==> src/rtl/drive_sequencer.sv <==
// Turns the tone-detector direction code into timed PWM/direction maneuvers
// for a two-wheel H-bridge drive: cruise, stop, and fixed-length pivots.
module drive_sequencer #(
  parameter int unsigned PWM_PERIOD  = 2500,
  parameter int unsigned DUTY_FWD    = 1875,
  parameter int unsigned DUTY_TURN   = 1250,
  parameter int unsigned TURN_CYCLES = 25_000_000
) (
  input  logic       clk,
  input  logic       rst,
  input  logic [2:0] tdDIR,
  output logic       motor_l_pwm,
  output logic       motor_r_pwm,
  output logic       motor_l_dir,
  output logic       motor_r_dir,
  output logic       busy,
  output logic       maneuver_done
);

  typedef enum logic [2:0] {
    ST_IDLE   = 3'd0,
    ST_FWD    = 3'd1,
    ST_TURN_L = 3'd2,
    ST_TURN_R = 3'd3,
    ST_BACK   = 3'd4
  } state_t;

  localparam logic [31:0] LIM_TURN    = 32'(TURN_CYCLES) - 32'd1;
  localparam logic [31:0] LIM_BACK    = (32'(TURN_CYCLES) * 32'd2) - 32'd1;
  localparam logic [31:0] PERIOD_LAST = 32'(PWM_PERIOD) - 32'd1;
  localparam logic [2:0]  CODE_STOP   = 3'b100;

  function automatic state_t decode(input logic [2:0] code);
    if (code[2]) begin
      return ST_IDLE;
    end else begin
      case (code[1:0])
        2'b00:   return ST_FWD;
        2'b01:   return ST_TURN_L;
        2'b10:   return ST_TURN_R;
        default: return ST_BACK;
      endcase
    end
  endfunction

  state_t      r_state;
  logic [2:0]  r_td_q;
  logic [2:0]  r_td_last;
  logic        r_pend_valid;
  logic [2:0]  r_pend_code;
  logic [31:0] r_man_cnt;
  logic [31:0] r_pwm_cnt;
  logic        r_done_evt;

  state_t      w_state_nxt;
  logic [2:0]  w_td_last_nxt;
  logic        w_pend_valid_nxt;
  logic [2:0]  w_pend_code_nxt;
  logic        w_enter;
  logic        w_done;
  logic        w_is_new;
  logic        w_pivot;
  logic        w_at_limit;
  logic [31:0] w_duty;
  logic        w_l_dir;
  logic        w_r_dir;

  assign w_is_new   = (r_td_q != r_td_last);
  assign w_pivot    = (r_state == ST_TURN_L) || (r_state == ST_TURN_R) || (r_state == ST_BACK);
  assign w_at_limit = (r_state == ST_BACK) ? (r_man_cnt == LIM_BACK) : (r_man_cnt == LIM_TURN);

  // Next-state, command acceptance and pending-command bookkeeping.
  always_comb begin
    w_state_nxt      = r_state;
    w_td_last_nxt    = r_td_last;
    w_pend_valid_nxt = r_pend_valid;
    w_pend_code_nxt  = r_pend_code;
    w_enter          = 1'b0;
    w_done           = 1'b0;
    case (r_state)
      ST_IDLE, ST_FWD: begin
        if (w_is_new) begin
          w_td_last_nxt = r_td_q;
          w_state_nxt   = decode(r_td_q);
          w_enter       = 1'b1;
        end else begin
          w_enter = 1'b0;
        end
      end
      ST_TURN_L, ST_TURN_R, ST_BACK: begin
        if (w_is_new && r_td_q[2]) begin
          w_td_last_nxt    = r_td_q;
          w_state_nxt      = ST_IDLE;
          w_pend_valid_nxt = 1'b0;
          w_done           = 1'b1;
          w_enter          = 1'b1;
        end else if (w_is_new) begin
          // A fresh code on the completion cycle replaces any older pending one.
          w_td_last_nxt = r_td_q;
          if (w_at_limit) begin
            w_state_nxt      = decode(r_td_q);
            w_pend_valid_nxt = 1'b0;
            w_done           = 1'b1;
            w_enter          = 1'b1;
          end else begin
            w_pend_valid_nxt = 1'b1;
            w_pend_code_nxt  = r_td_q;
          end
        end else if (w_at_limit) begin
          w_done           = 1'b1;
          w_enter          = 1'b1;
          w_pend_valid_nxt = 1'b0;
          if (r_pend_valid) begin
            w_state_nxt = decode(r_pend_code);
          end else begin
            w_state_nxt = ST_FWD;
          end
        end else begin
          w_enter = 1'b0;
        end
      end
      default: begin
        w_state_nxt = ST_IDLE;
        w_enter     = 1'b1;
      end
    endcase
  end

  always_comb begin
    w_duty  = 32'd0;
    w_l_dir = 1'b1;
    w_r_dir = 1'b1;
    case (r_state)
      ST_FWD:    w_duty = 32'(DUTY_FWD);
      ST_TURN_L: begin w_duty = 32'(DUTY_TURN); w_l_dir = 1'b0; end
      ST_TURN_R: begin w_duty = 32'(DUTY_TURN); w_r_dir = 1'b0; end
      ST_BACK:   begin w_duty = 32'(DUTY_TURN); w_l_dir = 1'b0; end
      default:   w_duty = 32'd0;
    endcase
  end

  always_ff @(posedge clk) begin
    if (rst) begin
      r_state      <= ST_IDLE;
      r_td_q       <= CODE_STOP;
      r_td_last    <= CODE_STOP;
      r_pend_valid <= 1'b0;
      r_pend_code  <= CODE_STOP;
      r_man_cnt    <= 32'd0;
      r_pwm_cnt    <= 32'd0;
      r_done_evt   <= 1'b0;
    end else begin
      r_state      <= w_state_nxt;
      r_td_q       <= tdDIR;
      r_td_last    <= w_td_last_nxt;
      r_pend_valid <= w_pend_valid_nxt;
      r_pend_code  <= w_pend_code_nxt;
      r_man_cnt    <= (w_enter || !w_pivot) ? 32'd0 : (r_man_cnt + 32'd1);
      r_pwm_cnt    <= (r_pwm_cnt == PERIOD_LAST) ? 32'd0 : (r_pwm_cnt + 32'd1);
      r_done_evt   <= w_done;
    end
  end

  // Output stage: the done pulse lines up with the first cycle of the new outputs.
  always_ff @(posedge clk) begin
    if (rst) begin
      motor_l_pwm   <= 1'b0;
      motor_r_pwm   <= 1'b0;
      motor_l_dir   <= 1'b1;
      motor_r_dir   <= 1'b1;
      busy          <= 1'b0;
      maneuver_done <= 1'b0;
    end else begin
      motor_l_pwm   <= (r_pwm_cnt < w_duty);
      motor_r_pwm   <= (r_pwm_cnt < w_duty);
      motor_l_dir   <= w_l_dir;
      motor_r_dir   <= w_r_dir;
      busy          <= w_pivot;
      maneuver_done <= r_done_evt;
    end
  end

endmodule

==> config.mk <==
export PLATFORM = sky130hd
export DESIGN_NAME = drive_sequencer
export DESIGN_NICKNAME = d
export VERILOG_FILES = /design/src/rtl/drive_sequencer.sv
export SDC_FILE = /design/constraint.sdc
export NUM_CORES = 1
export LEC_CHECK = 0
export BUFFER_PORTS_ARGS = -buffer_cell sky130_fd_sc_hd__buf_2
export CAP_MARGIN = 20
export CORE_MARGIN = 8
export CORE_UTILIZATION = 56
export DETAILED_ROUTE_END_ITERATION = 8
export PLACE_DENSITY = 0.76
export REMOVE_ABC_BUFFERS = 1
export SYNTH_ARGS = -nofsm -noshare
export SYNTH_HDL_FRONTEND = slang
export SYNTH_SLANG_ARGS = --single-unit
==> constraint.sdc <==
create_clock -name clk -period 2.2 [get_ports clk]
set_input_delay 0.33 -clock clk [delete_from_list [all_inputs] [get_ports clk]]
set_output_delay 0.33 -clock clk [all_outputs]
set_load 0.02 [all_outputs]
# Word-level counts from Yosys, hierarchy flattened
# Index checks and enable logic that the tools add are counted.
[word_totals] reg_bits=83 in_bits=5 output_inout_bits=6
[classes] add_sub_neg=2 order_cmp=1 n_eq_ne=14 muxes=26 bitwise=3 reduce_logical=19
[op_table] operator="$add A32 B1 Y32 const B" count=2
[op_table] operator="$eq A32 B12 Y1 const B" count=1
[op_table] operator="$eq A32 B25 Y1 const B" count=1
[op_table] operator="$eq A32 B26 Y1 const B" count=1
[op_table] operator="$lt A32 B32 Y1" count=1
[op_table] operator="$mux W3" count=10
[op_table] operator="$pmux W11 S2" count=1
[op_table] operator="$pmux W3 S3" count=2
[op_table] operator="$pmux W3 S2" count=2
[op_table] operator="$mux W1" count=10
[op_table] operator="$reduce_or A2 Y1" count=5
[op_table] operator="$eq A3 B2 Y1 const B" count=2
[op_table] operator="$eq A2 B1 Y1 const B" count=2
[op_table] operator="$eq A2 B2 Y1 const B" count=2
[op_table] operator="$logic_not A2 Y1" count=2
[op_table] operator="$reduce_and A2 Y1" count=2
[op_table] operator="$reduce_and A4 Y1" count=1
[op_table] operator="$eq A3 B1 Y1 const B" count=1
[op_table] operator="$eq A3 B3 Y1 const B" count=1
[op_table] operator="$logic_not A3 Y1" count=1
[op_table] operator="$logic_or A1 B1 Y1" count=3
[op_table] operator="$ne A3 B1 Y1 const B" count=1
[op_table] operator="$ne A3 B3 Y1" count=1
[op_table] operator="$not A1 Y1" count=3
[op_table] operator="other kinds (7)" count=7

# Longest topological paths before layout
# Gate-level depths: netlist of the first run.
[logic_depth] word_depth=8 depth_mapped=9 mapped_depth_nobuf=9

# Worst setup path after synthesis of the first run
# No wires, ideal clock.
[synth_path] kind="register -> register" from="register r_state[2]" to="register motor_r_pwm" setup_time_ps=70 arrival_time_ps=2203 required_time_ps=2130 slack_ps=-72 stages_incl_launch_ff=10 path_buffers=0 synth_period_minus_slack_ps=2272 path_cell_list="dfxtp_1 > nor3b_1 > or2_2 > nor2_1 > ha_1 > a2111oi_0 > nand2_1 > a311oi_1 > o21bai_1 > a21oi_1"
[synth_between] elab_chain_cells=4 elab_cells_between_ends=7 cone_classes="1 x order compare; 4 x eq/ne; 1 x mux; 1 x reduce/logical"
[synth_lines] element="start: declaration" line_no="46" source="state_t r_state;"
[synth_lines] element="start signal: assignment" line_no="153" source="r_state <= w_state_nxt;"
[synth_lines] element="$eq A3 B2 Y1 or $eq A3 B3 Y1 (tied branches)" line_no="133" source="case (r_state)"
[synth_lines] element="$reduce_or A3 Y1 (no line)"
[synth_lines] element="$pmux W11 S2 *" line_no="133"
[synth_lines] element="$lt A32 B32 Y1 *" line_no="175" source="motor_r_pwm <= (r_pwm_cnt < w_duty);"
[synth_lines] element="end signal: assignment" line_no="175"
[synth_lines] element="end: declaration" line_no="13" source="output logic motor_r_pwm,"
# Mark *: on every way between the ends. The rest lies on a longest branch, timed or not.
# A chain may end at the register's enable or synchronous reset.

# Worst setup path in the final report of the first run
[layout_path] from="register r_state[1]" to="register motor_r_pwm"
# Same word-level chain as after synthesis.

==> out/summary.txt, run 1 <==
Setup crit end kind = flip-flop
# hold bufs at CTS = 0
routability-driven placement congestion ratio = 0.837
Avg Inst Size Synth = 8.56 um^2
Placed Area = 4160 um^2
post-route ant nets = 0
Comb power frac = 7.2%
Worst EP arrival = 2.46 ns
Tcrit/Tclk final = 98.5%
Setup Buffers After CTS = 0
CTS tree = yes
drt wl/cell = 13.2 um
yosys synthesis warning count = 0
fin cells = 570
slew at the pin with the worst max-slew slack = 0.464 ns
Worst EP required = 2.49 ns
fillers = 562
VDD IR max = 0.332 mV
met1 Use GR = 18.4%
M3 GR Usage = 3.77%
GRT overflow = 0
area delta synth->final = 13.4%
Starting Density = 57.4%
Final nets = 502
Max-Cap Viols = 0
H-tree depth = 3
die width = 99.2 um
Peak Freq = 461 MHz
unrepaired setup endpoints after global routing = true
most used flip-flop cell after synthesis = dfxtp_1
Routed Wire Length = 7500 um
Sw Ratio = 24.3%
power after layout = 2.76 mW
Mapped Cells = 453
first-pass GRT wire length = 12,500 um
CP startpoint kind = flip-flop
Num CTS Buffers = 9
Tot GR Track Use = 15.3%
Tmin final = 2.17 ns
final setup skew = 0.00924 ns
hold-critical path depth = 2
hpwl dp = 5320 um
relative slew slack = 68.8%
Slew Limit Fails = 0
initial antenna violation count = 0
Die Area = 9840 um^2
P_leak = 1.64 nW
clock sink total = 83
async set-reset flop share out of synthesis = 0%
DR iter-0 viols = 95
# rows = 30
number of global-route vias before repair = 2,967
DR vias/cell = 5.50
total vias in the final route = 3,137
clock root cell = clkbuf_8
drc violations = 0
Final setup viols = 0
EDFF count, synth = 0
Pint = 2.09 mW
fraction of layout cells with a size suffix above 1 = 13.7%
IO Count = 11
CP max stage delay = 0.34 ns
total core area = 6760 um^2
largest net degree at the start of global routing = 33
Seq cells post-synth = 83
worst min path class = in -> reg
Port-buffer cells = 10
share of total power in the clock network = 37.0%
Die H = 99.2 um
Seq/Total Area, Yosys = 42.9%
NetSw = 0.670 mW
fin area = 4400 um^2
Cell Chain, Critical Path = nor2b_1, or2_2, nor2_4, ha_4, a2111oi_4, nand2_1, a311oi_1, o21bai_1, a21oi_1
Seq pwr share = 55.7%
Cells after DPL = 554
grt peak-use layer = met2
clock tree buffer depth = 2
Mapped Area = 3880 um^2
Crit Path Max Fanout = 3
Synth cell types = 51
PwrDens = 628 nW/um^2
GR met2 Demand/Resource = 25.4%
CP max stage cell = a2111oi_4
Setup Crit Path Kind = reg -> reg
Ant. Diodes = 0
Hold Fails Final Rpt = 0
Clock transition at path regs = 0.08 ns
status = completed
reg2reg path depth = 9
worst skew pair latency = 0.35 ns
drt first pass iters = 4
-- synthesized netlist by cell type, types with 2 or more instances --
cell / instances / area share, %
nand3_1: 34 / 4.4
nor3_2: 2 / 0.52
or3_1: 4 / 0.65
nor4b_1: 2 / 0.45
nor2_1: 93 / 9.0
nand4_1: 13 / 2.1
o21bai_1: 3 / 0.58
xnor2_1: 15 / 3.4
nor2b_1: 6 / 0.97
nor3_1: 10 / 1.3
and2_1: 2 / 0.32
buf_1: 3 / 0.29
a31oi_1: 3 / 0.48
buf_2: 3 / 0.39
nor3b_1: 3 / 0.58
or2_2: 3 / 0.48
or4_1: 2 / 0.39
nand2_1: 31 / 3.0
a21oi_1: 4 / 0.52
ha_1: 12 / 3.9
xor2_1: 47 / 11
o21ai_0: 9 / 1.2
clkbuf_1: 5 / 0.48
o22ai_1: 2 / 0.32
dfxtp_1: 83 / 43
inv_1: 12 / 1.2
mux2i_1: 4 / 1.0
and4_1: 2 / 0.45
nand3_2: 2 / 0.52
nor4_1: 9 / 1.5
and3_1: 10 / 1.6
-- final cells by class --
class	count	area (um^2)	area share, %
clock buffer	12	155	3.53
clock inverter	4	33.8	0.768
tap	80	100	2.28
sequential	83	1660	37.8
inverter	12	45.0	1.02
timing repair buffer	34	243	5.52
multi-input combinational	345	2160	49.0
-- path summary, 6_finish.rpt --
check        startpoint            end  slack, ns
max          r_state[1]    motor_r_pwm       0.03
min            tdDIR[2]      r_td_q[2]       0.16
max reg2reg  r_state[1]    motor_r_pwm       0.03
min reg2reg  r_done_evt  maneuver_done       0.46
-- placed cells by master (no fill, tap or decap), types with 8 or more instances in the layout --
cell	netlist	routed
clkbuf_8	0	11
ha_1	12	10
buf_2	3	10
nand4_1	13	13
xnor2_1	15	15
inv_1	12	12
nand3_1	34	34
xor2_1	47	47
nand2_1	31	31
dfxtp_1	83	81
and3_1	10	10
nor2_1	93	92
nor3_1	10	10
nor4_1	9	8
buf_4	1	23
o21ai_0	9	9
-- sequential cells by signal (all words and copies together), names as in the netlist, named ones only --
register	flops
busy	1
r_man_cnt	32
r_pend_valid	1
motor_r_pwm	1
r_td_last	2
r_td_q	3
r_done_evt	1
motor_r_dir	1
r_pwm_cnt	32
maneuver_done	1
r_pend_code	3
motor_l_dir	1
r_state	3
-- power groups by stage --
stage,clock (mW),sequential [mW],combinational (mW)
detailed placement,0,1.57,0.174
CTS,1.05,1.54,0.181
floorplan,0,1.58,0.102
global route,1.11,1.54,0.218
global placement,0,1.57,0.166
finish,1.02,1.54,0.200
-- routing by layer --
metal / up-vias / routed length [um]
met5: - / 0
met4: 0 / 69
met3: 5 / 211
met2: 37 / 3700
met1: 1484 / 3520
li1: 1611 / -
-- critical path: cells and delay by family, from the launching register on --
family	cells	cell delay, ns
AOI/OAI and AO/OA	4	0.86
and+or+nand+nor	4	0.69
DFF	1	0.33
adders and majority gates	1	0.22
-- metrics by stage --
| step | hold slack [ns] | setup slack (ns) | utilization, % | setup TNS (ns) |
|---|---|---|---|---|
| after floorplan | 0.402 | -0.0725 | - | -0.0725 |
| after global placement | 0.451 | 0.0393 | 61.5 | 0 |
| after detailed placement | 0.436 | -0.0817 | 61.5 | -0.0817 |
| after CTS | 0.147 | 0.000930 | 64.4 | 0 |
| after global routing | 0.134 | -0.0375 | 65.1 | -0.0484 |
| final | 0.162 | 0.0322 | 65.1 | 0 |
-- repair_timing --
item | 4_1_cts | 5_1_grt
pin swaps | 0 | 1
endpoints found under the setup margin | 1 | 31
resized for setup | 3 | 8
endpoints found under the hold margin | 0 | 0
-- logic make-up (layout without fill, tap and decap cells) --
kind of cell | Yosys count | count (layout) | share of synthesized area (%)
multiplexers | 4 | 4 | 1.03
XOR/XNOR | 62 | 62 | 14.0
buffers and inverters | 25 | 62 | 2.81
AND/OR/NAND/NOR | 234 | 234 | 29.8
adder cells (fa/ha/maj) | 12 | 12 | 3.87
AO/OA/AOI/OAI | 33 | 33 | 5.58
flip-flops | 83 | 83 | 42.9
(Power assumes the default switching activity.)
==> inputs of run 2 (changes only) <==
- CELL_PAD_IN_SITES_DETAIL_PLACEMENT: default -> 0
- CELL_PAD_IN_SITES_GLOBAL_PLACEMENT: default -> 2
- CORE_UTILIZATION: 56 -> 35
- MAX_ROUTING_LAYER: default -> met4
- PLACE_DENSITY: 0.76 -> default
- PLACE_DENSITY_LB_ADDON: default -> 0.1
- SLEW_MARGIN: default -> 20
==> run 2 against run 1 <==
Net effect: core utilization is 23 points lower; first-iteration DRC count rose by 28%; flip-flop and latch count unchanged; clock skew grew 0.0031 ns; total power increased by 1.5%; clock power is 4% higher; register-to-register slack better by 0.10 ns; sequential power barely moved; critical path depth down 3; count of clock-buffer cells in the layout is 3 higher; fmax increased by 4.9%; largest power group unchanged.
==> out/summary.txt, run 2 (synthesized netlist as in run 1, its figures left out) <==
status = completed
Num CTS Buffers = 9 (unchanged)
fraction of layout cells with a size suffix above 1 = 14.1% (+0.47 points)
Crit Path Max Fanout = 4 (+1)
fillers = 1,118 (+99%)
area of the multi-input gates = 2160 um^2 (+0.17%)
first-pass GRT wire length = 14,300 um (+14%)
total vias in the final route = 3,092 (-1.4%)
Starting Density = 35.8% (-22 points)
initial antenna violation count = 0 (unchanged)
Die H = 121 um (+22%)
DR vias/cell = 4.87 (-12%)
Hold Fails Final Rpt = 0 (unchanged)
min-delay src = tdDIR[2]
clock sink total = 83 (unchanged)
r2r endpoint = r_state[1]
drt wl/cell = 13.0 um (-1.2%)
worst skew pair latency = 0.36 ns (about the same)
Die Area = 14,700 um^2 (+49%)
power after layout = 2.80 mW (+1.5%)
Tcrit/Tclk final = 93.9% (-4.6 points)
DR iter-0 viols = 122 (+28%)
Setup Crit Path Kind = reg -> reg
VDD IR max = 0.354 mV (+6.4%)
Worst EP required = 2.48 ns (about the same)
CP startpoint kind = flip-flop
Routed Wire Length = 8250 um (+10%)
drc violations = 0 (unchanged)
die width = 121 um (+22%)
Cells after DPL = 619 (+12%)
Clock transition at path regs = 0.08 ns (about the same)
Worst EP arrival = 2.35 ns (-0.11 ns)
CTS tree = yes
Placed Area = 4280 um^2 (+3.0%)
# hold bufs at CTS = 0 (unchanged)
Final setup viols = 0 (unchanged)
Peak Freq = 484 MHz (+4.9%)
total core area = 10,800 um^2 (+60%)
area delta synth->final = 16.8%
WHS = 0.160 ns (-0.00232 ns)
drt first pass iters = 4 (unchanged)
clock root cell = clkbuf_8
Ant. Diodes = 0 (unchanged)
unrepaired setup endpoints after global routing = false
post-route ant nets = 0 (unchanged)
reg2reg path depth = 6 (-3)
number of global-route vias before repair = 3,013 (+1.6%)
Worst Hold Endpoint = r_td_q[2]
PwrDens = 619 nW/um^2 (-1.5%)
leading cell type in the layout, fill and taps excluded = nor2_1
hpwl dp = 5890 um (+11%)
relative slew slack = 68.1% (-0.76 points)
IO Count = 11 (unchanged)
hold-critical path depth = 2 (unchanged)
top flop regs = r_man_cnt: 32 flops, r_pwm_cnt: 32 flops
worst min path class = in -> reg
sequential cell area = 1660 um^2 (unchanged)
final setup skew = 0.0124 ns (+0.00313 ns)
Tot GR Track Use = 12.5% (-2.9 points)
fin cells = 635 (+11%)
Max-Cap Viols = 0 (unchanged)
Final nets = 507 (+1.0%)
worst reg2reg startpoint = r_man_cnt[27]
# rows = 38 (+27%)
Slew Limit Fails = 0 (unchanged)
fin area = 4530 um^2 (+3.0%)
commonest non-fill, non-tap cells in the layout = nor2_1 (92), dfxtp_1 (81), xor2_1 (47)
Tmin final = 2.07 ns (-0.102 ns)
largest net degree at the start of global routing = 33 (unchanged)
Setup crit end kind = flip-flop
slew at the pin with the worst max-slew slack = 0.475 ns (+0.0114 ns)
H-tree depth = 3 (unchanged)
Port-buffer cells = 10 (unchanged)
P_leak = 1.68 nW (+2.5%)
GRT overflow = 0 (unchanged)
clock tree buffer depth = 2 (unchanged)
setup slack, reg-to-reg = 0.13 ns (+0.10 ns)
routability-driven placement congestion ratio = 0.757 (-9.6%)
utilization after layout = 41.8% (-23 points)
run 2: worst max path at each step:
stage             startpoint           end  slack, ns
2_1_floorplan     r_state[2]   motor_r_pwm      -0.07
3_3_place_gp      r_state[1]   motor_r_pwm      -0.01
3_5_place_dp      r_state[1]   motor_r_pwm      -0.07
4_1_cts           r_state[1]   motor_r_pwm       0.01
5_1_grt        r_man_cnt[27]  r_man_cnt[9]     0.0008
6_report       r_man_cnt[27]    r_state[1]       0.13
run 2: worst max-delay path, stage by stage (launching register included):
cell	delay, ns
dfxtp_1	0.35
nor4_2	0.27
nand2_1	0.08
or4b_4	0.54
o31a_1	0.29
or3_1	0.33
o22ai_1	0.12
run 2: cell type report:
class / instances / share of cell area [%]
Multi-Input combinational cell: 345 / 47.7
Sequential cell: 83 / 36.7
Timing Repair Buffer: 39 / 6.46
Clock buffer: 15 / 4.12
Tap cell: 140 / 3.87
Inverter: 12 / 0.994
Clock inverter: 1 / 0.110
run 2: timing repair:
action / 4_1_cts / 5_1_grt
resized for setup: 2 / 9
buffers inserted: 0 / 0
endpoints found under the setup margin: 1 / 35
pin swaps: 1 / 2
run 2: routing by layer:
layer	up-vias	share of wire, %	track usage [%]
met2	20	47	19.4
met1	1440	50	15.0
met5	-	0	-
met3	12	1.7	2.37
li1	1620	-	-
met4	0	1.8	6.48
run 2: power by group:
| group | internal (mW) | switching (mW) | total [mW] |
|---|---|---|---|
| Sequential | 1.52 | 0.0207 | 1.54 |
| Combinational | 0.0961 | 0.104 | 0.200 |
| Clock | 0.534 | 0.529 | 1.06 |
| Total | 2.15 | 0.654 | 2.80 |
run 2: per-stage QoR:
step / setup WS, ns / setup TNS, ns
final: 0.134 / 0
after CTS: 0.0114 / 0
after global placement: -0.0123 / -0.0123
after global routing: 0.000760 / 0
after floorplan: -0.0725 / -0.0725
after detailed placement: -0.0737 / -0.0737
==> inputs of run 3 (changes only) <==
- CORE_ASPECT_RATIO: default -> 1.4
- SETUP_SLACK_MARGIN: default -> 0.4
==> run 3 against run 2 <==
Net effect: critical path depth grew 4; count of clock-buffer cells in the layout shrank 5; total power grew 21%; final cell count grew 3.5%; hold slack gained 0.016 ns; sequential power is essentially flat; largest cell class unchanged; largest power group is now clock.
==> out/summary.txt, run 3 (synthesized netlist as in run 1, its figures left out) <==
Cell Chain, Critical Path = nor3b_2, buf_4, o21bai_1, or4b_4, or2_4, nand3_4, buf_6, buf_6, buf_12, nor2_1
slew at the pin with the worst max-slew slack = 0.370 ns (-0.105 ns)
largest net degree at the start of global routing = 22 (-33%)
relative slew slack = 75.2% (+7.2 points)
VDD IR max = 0.375 mV (+5.9%)
Die Area = 14,800 um^2 (+0.32%)
post-route ant nets = 0 (unchanged)
# rows = 45 (+18%)
share of total power in the clock network = 47.4% (+9.5 points)
total vias in the final route = 3,240 (+4.8%)
utilization after layout = 47.2% (+5.4 points)
Tcrit/Tclk final = 96.2% (+2.3 points)
IO Count = 11 (unchanged)
Setup crit end kind = flip-flop
fillers = 1,100 (-1.6%)
worst min path class = in -> reg
Crit Path Max Fanout = 6 (+2)
number of global-route vias before repair = 3,387 (+12%)
GRT overflow = 0 (unchanged)
Worst EP required = 2.43 ns (-0.05 ns)
Final setup viols = 0 (unchanged)
Port-buffer cells = 10 (unchanged)
clock tree buffer depth = 2 (unchanged)
# hold bufs at CTS = 0 (unchanged)
total core area = 10,800 um^2 (-0.28%)
top flop regs = r_man_cnt: 32 flops, r_pwm_cnt: 32 flops
area of the multi-input gates = 2310 um^2 (+7.1%)
initial antenna violation count = 0 (unchanged)
CP startpoint kind = flip-flop
CP max stage delay = 0.51 ns (-0.03 ns)
Seq pwr share = 45.7% (-9.2 points)
Placement Setup Slack = -0.116 ns (-0.0419 ns)
Sw Ratio = 21.5% (-1.8 points)
Ant. Diodes = 0 (unchanged)
power after layout = 3.38 mW (+21%)
PwrDens = 662 nW/um^2 (+6.9%)
Routed Wire Length = 9490 um (+15%)
Peak Freq = 473 MHz (-2.4%)
Pint = 2.65 mW (+23%)
Tmin final = 2.12 ns (+0.0500 ns)
clock root cell = clkbuf_16
first-pass GRT wire length = 16,200 um (+14%)
Worst Slack Setup Final = 0.0842 ns (-0.0500 ns)
Die H = 141 um (+16%)
unrepaired setup endpoints after global routing = true
drc violations = 0 (unchanged)
NetSw = 0.728 mW (+11%)
H-tree depth = 3 (unchanged)
final setup skew = 0.00458 ns (-0.00779 ns)
sequential cell area = 1690 um^2 (+1.7%)
Setup Crit Path Kind = reg -> reg
DR iter-0 viols = 85 (-30%)
drt wl/cell = 14.5 um (+11%)
Starting Density = 35.9% (+0.099 points)
Hold Fails Final Rpt = 0 (unchanged)
drt first pass iters = 4 (unchanged)
Num CTS Buffers = 9 (unchanged)
commonest non-fill, non-tap cells in the layout = nor2_1 (80), dfxtp_1 (64), xor2_1 (47)
P_leak = 1.94 nW (+16%)
Most common cell on crit path = buf_6
CP max stage cell = or4b_4
Max-Cap Viols = 0 (unchanged)
worst skew pair latency = 0.33 ns (-0.03 ns)
die width = 105 um (-13%)
Comb power frac = 6.9% (-0.2 points)
clock sink total = 83 (unchanged)
CTS tree = yes
hpwl dp = 6520 um (+11%)
routability-driven placement congestion ratio = 0.752 (-0.67%)
Final nets = 529 (+4.3%)
area delta synth->final = 31.6%
Worst EP arrival = 2.34 ns (about the same)
leading cell type in the layout, fill and taps excluded = nor2_1
Slew Limit Fails = 0 (unchanged)
status = completed
Tot GR Track Use = 14.0% (+1.5 points)
fraction of layout cells with a size suffix above 1 = 26.7% (+13 points)
Clock transition at path regs = 0.06 ns (-0.02 ns)
DR vias/cell = 4.93 (+1.3%)
==> run 3: repair_timing <==
action,in CTS,in global routing
setup buffers,14,0
pin swaps,34,9
hold endpoints to repair,0,0
resized for setup,56,28
setup endpoints to repair,63,67
cloned,4,0
==> run 3: final cells by class <==
type / count / share of cell area [%]
Tap cell: 141 / 3.46
Inverter: 12 / 0.883
Clock buffer: 10 / 4.68
Sequential cell: 83 / 33.2
Multi-Input combinational cell: 345 / 45.3
Clock inverter: 5 / 1.52
Timing Repair Buffer: 61 / 11.0
==> run 3: metrics by stage <==
step	hold WS [ns]	instances	area [um^2]	TNS [ns]
floorplan	0.402	440	3810	-0.0725
global placement	0.461	624	4300	0
detailed placement	0.468	624	4300	-0.116
CTS	0.167	657	4990	0
global route	0.174	657	5100	-0.0103
finish	0.176	657	5100	0
==> run 3: metal layers <==
layer  part of all wire [%]  vias up  track usage (%)
li1                       -     1663                -
met1                     43     1536             15.0
met2                     53       25             24.7
met3                    1.6       16             2.48
met4                    2.2        0             5.96
met5                      0        -                -
==> run 3: power groups by stage <==
stage | Clock, mW | Sequential, mW | Combinational (mW)
2_1_floorplan | 0 | 1.58 | 0.102
3_3_place_gp | 0 | 1.58 | 0.177
3_5_place_dp | 0 | 1.58 | 0.178
4_1_cts | 1.66 | 1.54 | 0.209
5_1_grt | 1.73 | 1.55 | 0.258
6_report | 1.60 | 1.54 | 0.232
==> run 3: critical path: cells and delay by family (launching register included) <==
| kind | cells | cell delay (ns) |
|---|---|---|
| AOI/OAI and AO/OA | 1 | 0.11 |
| buffers and inverters | 4 | 0.48 |
| DFF | 1 | 0.33 |
| and+or+nand+nor | 5 | 1.09 |
==> run 3: path summary, 6_finish.rpt <==
check | from | end | slack (ns) | cells past startpoint
worst min-delay path | tdDIR[2] | r_td_q[2] | 0.18 | 2
worst min register to register | r_done_evt | maneuver_done | 0.47 | 1
worst max register to register | r_state[2] | r_man_cnt[4] | 0.08 | 10
worst max-delay path | r_state[2] | r_man_cnt[4] | 0.08 | 10
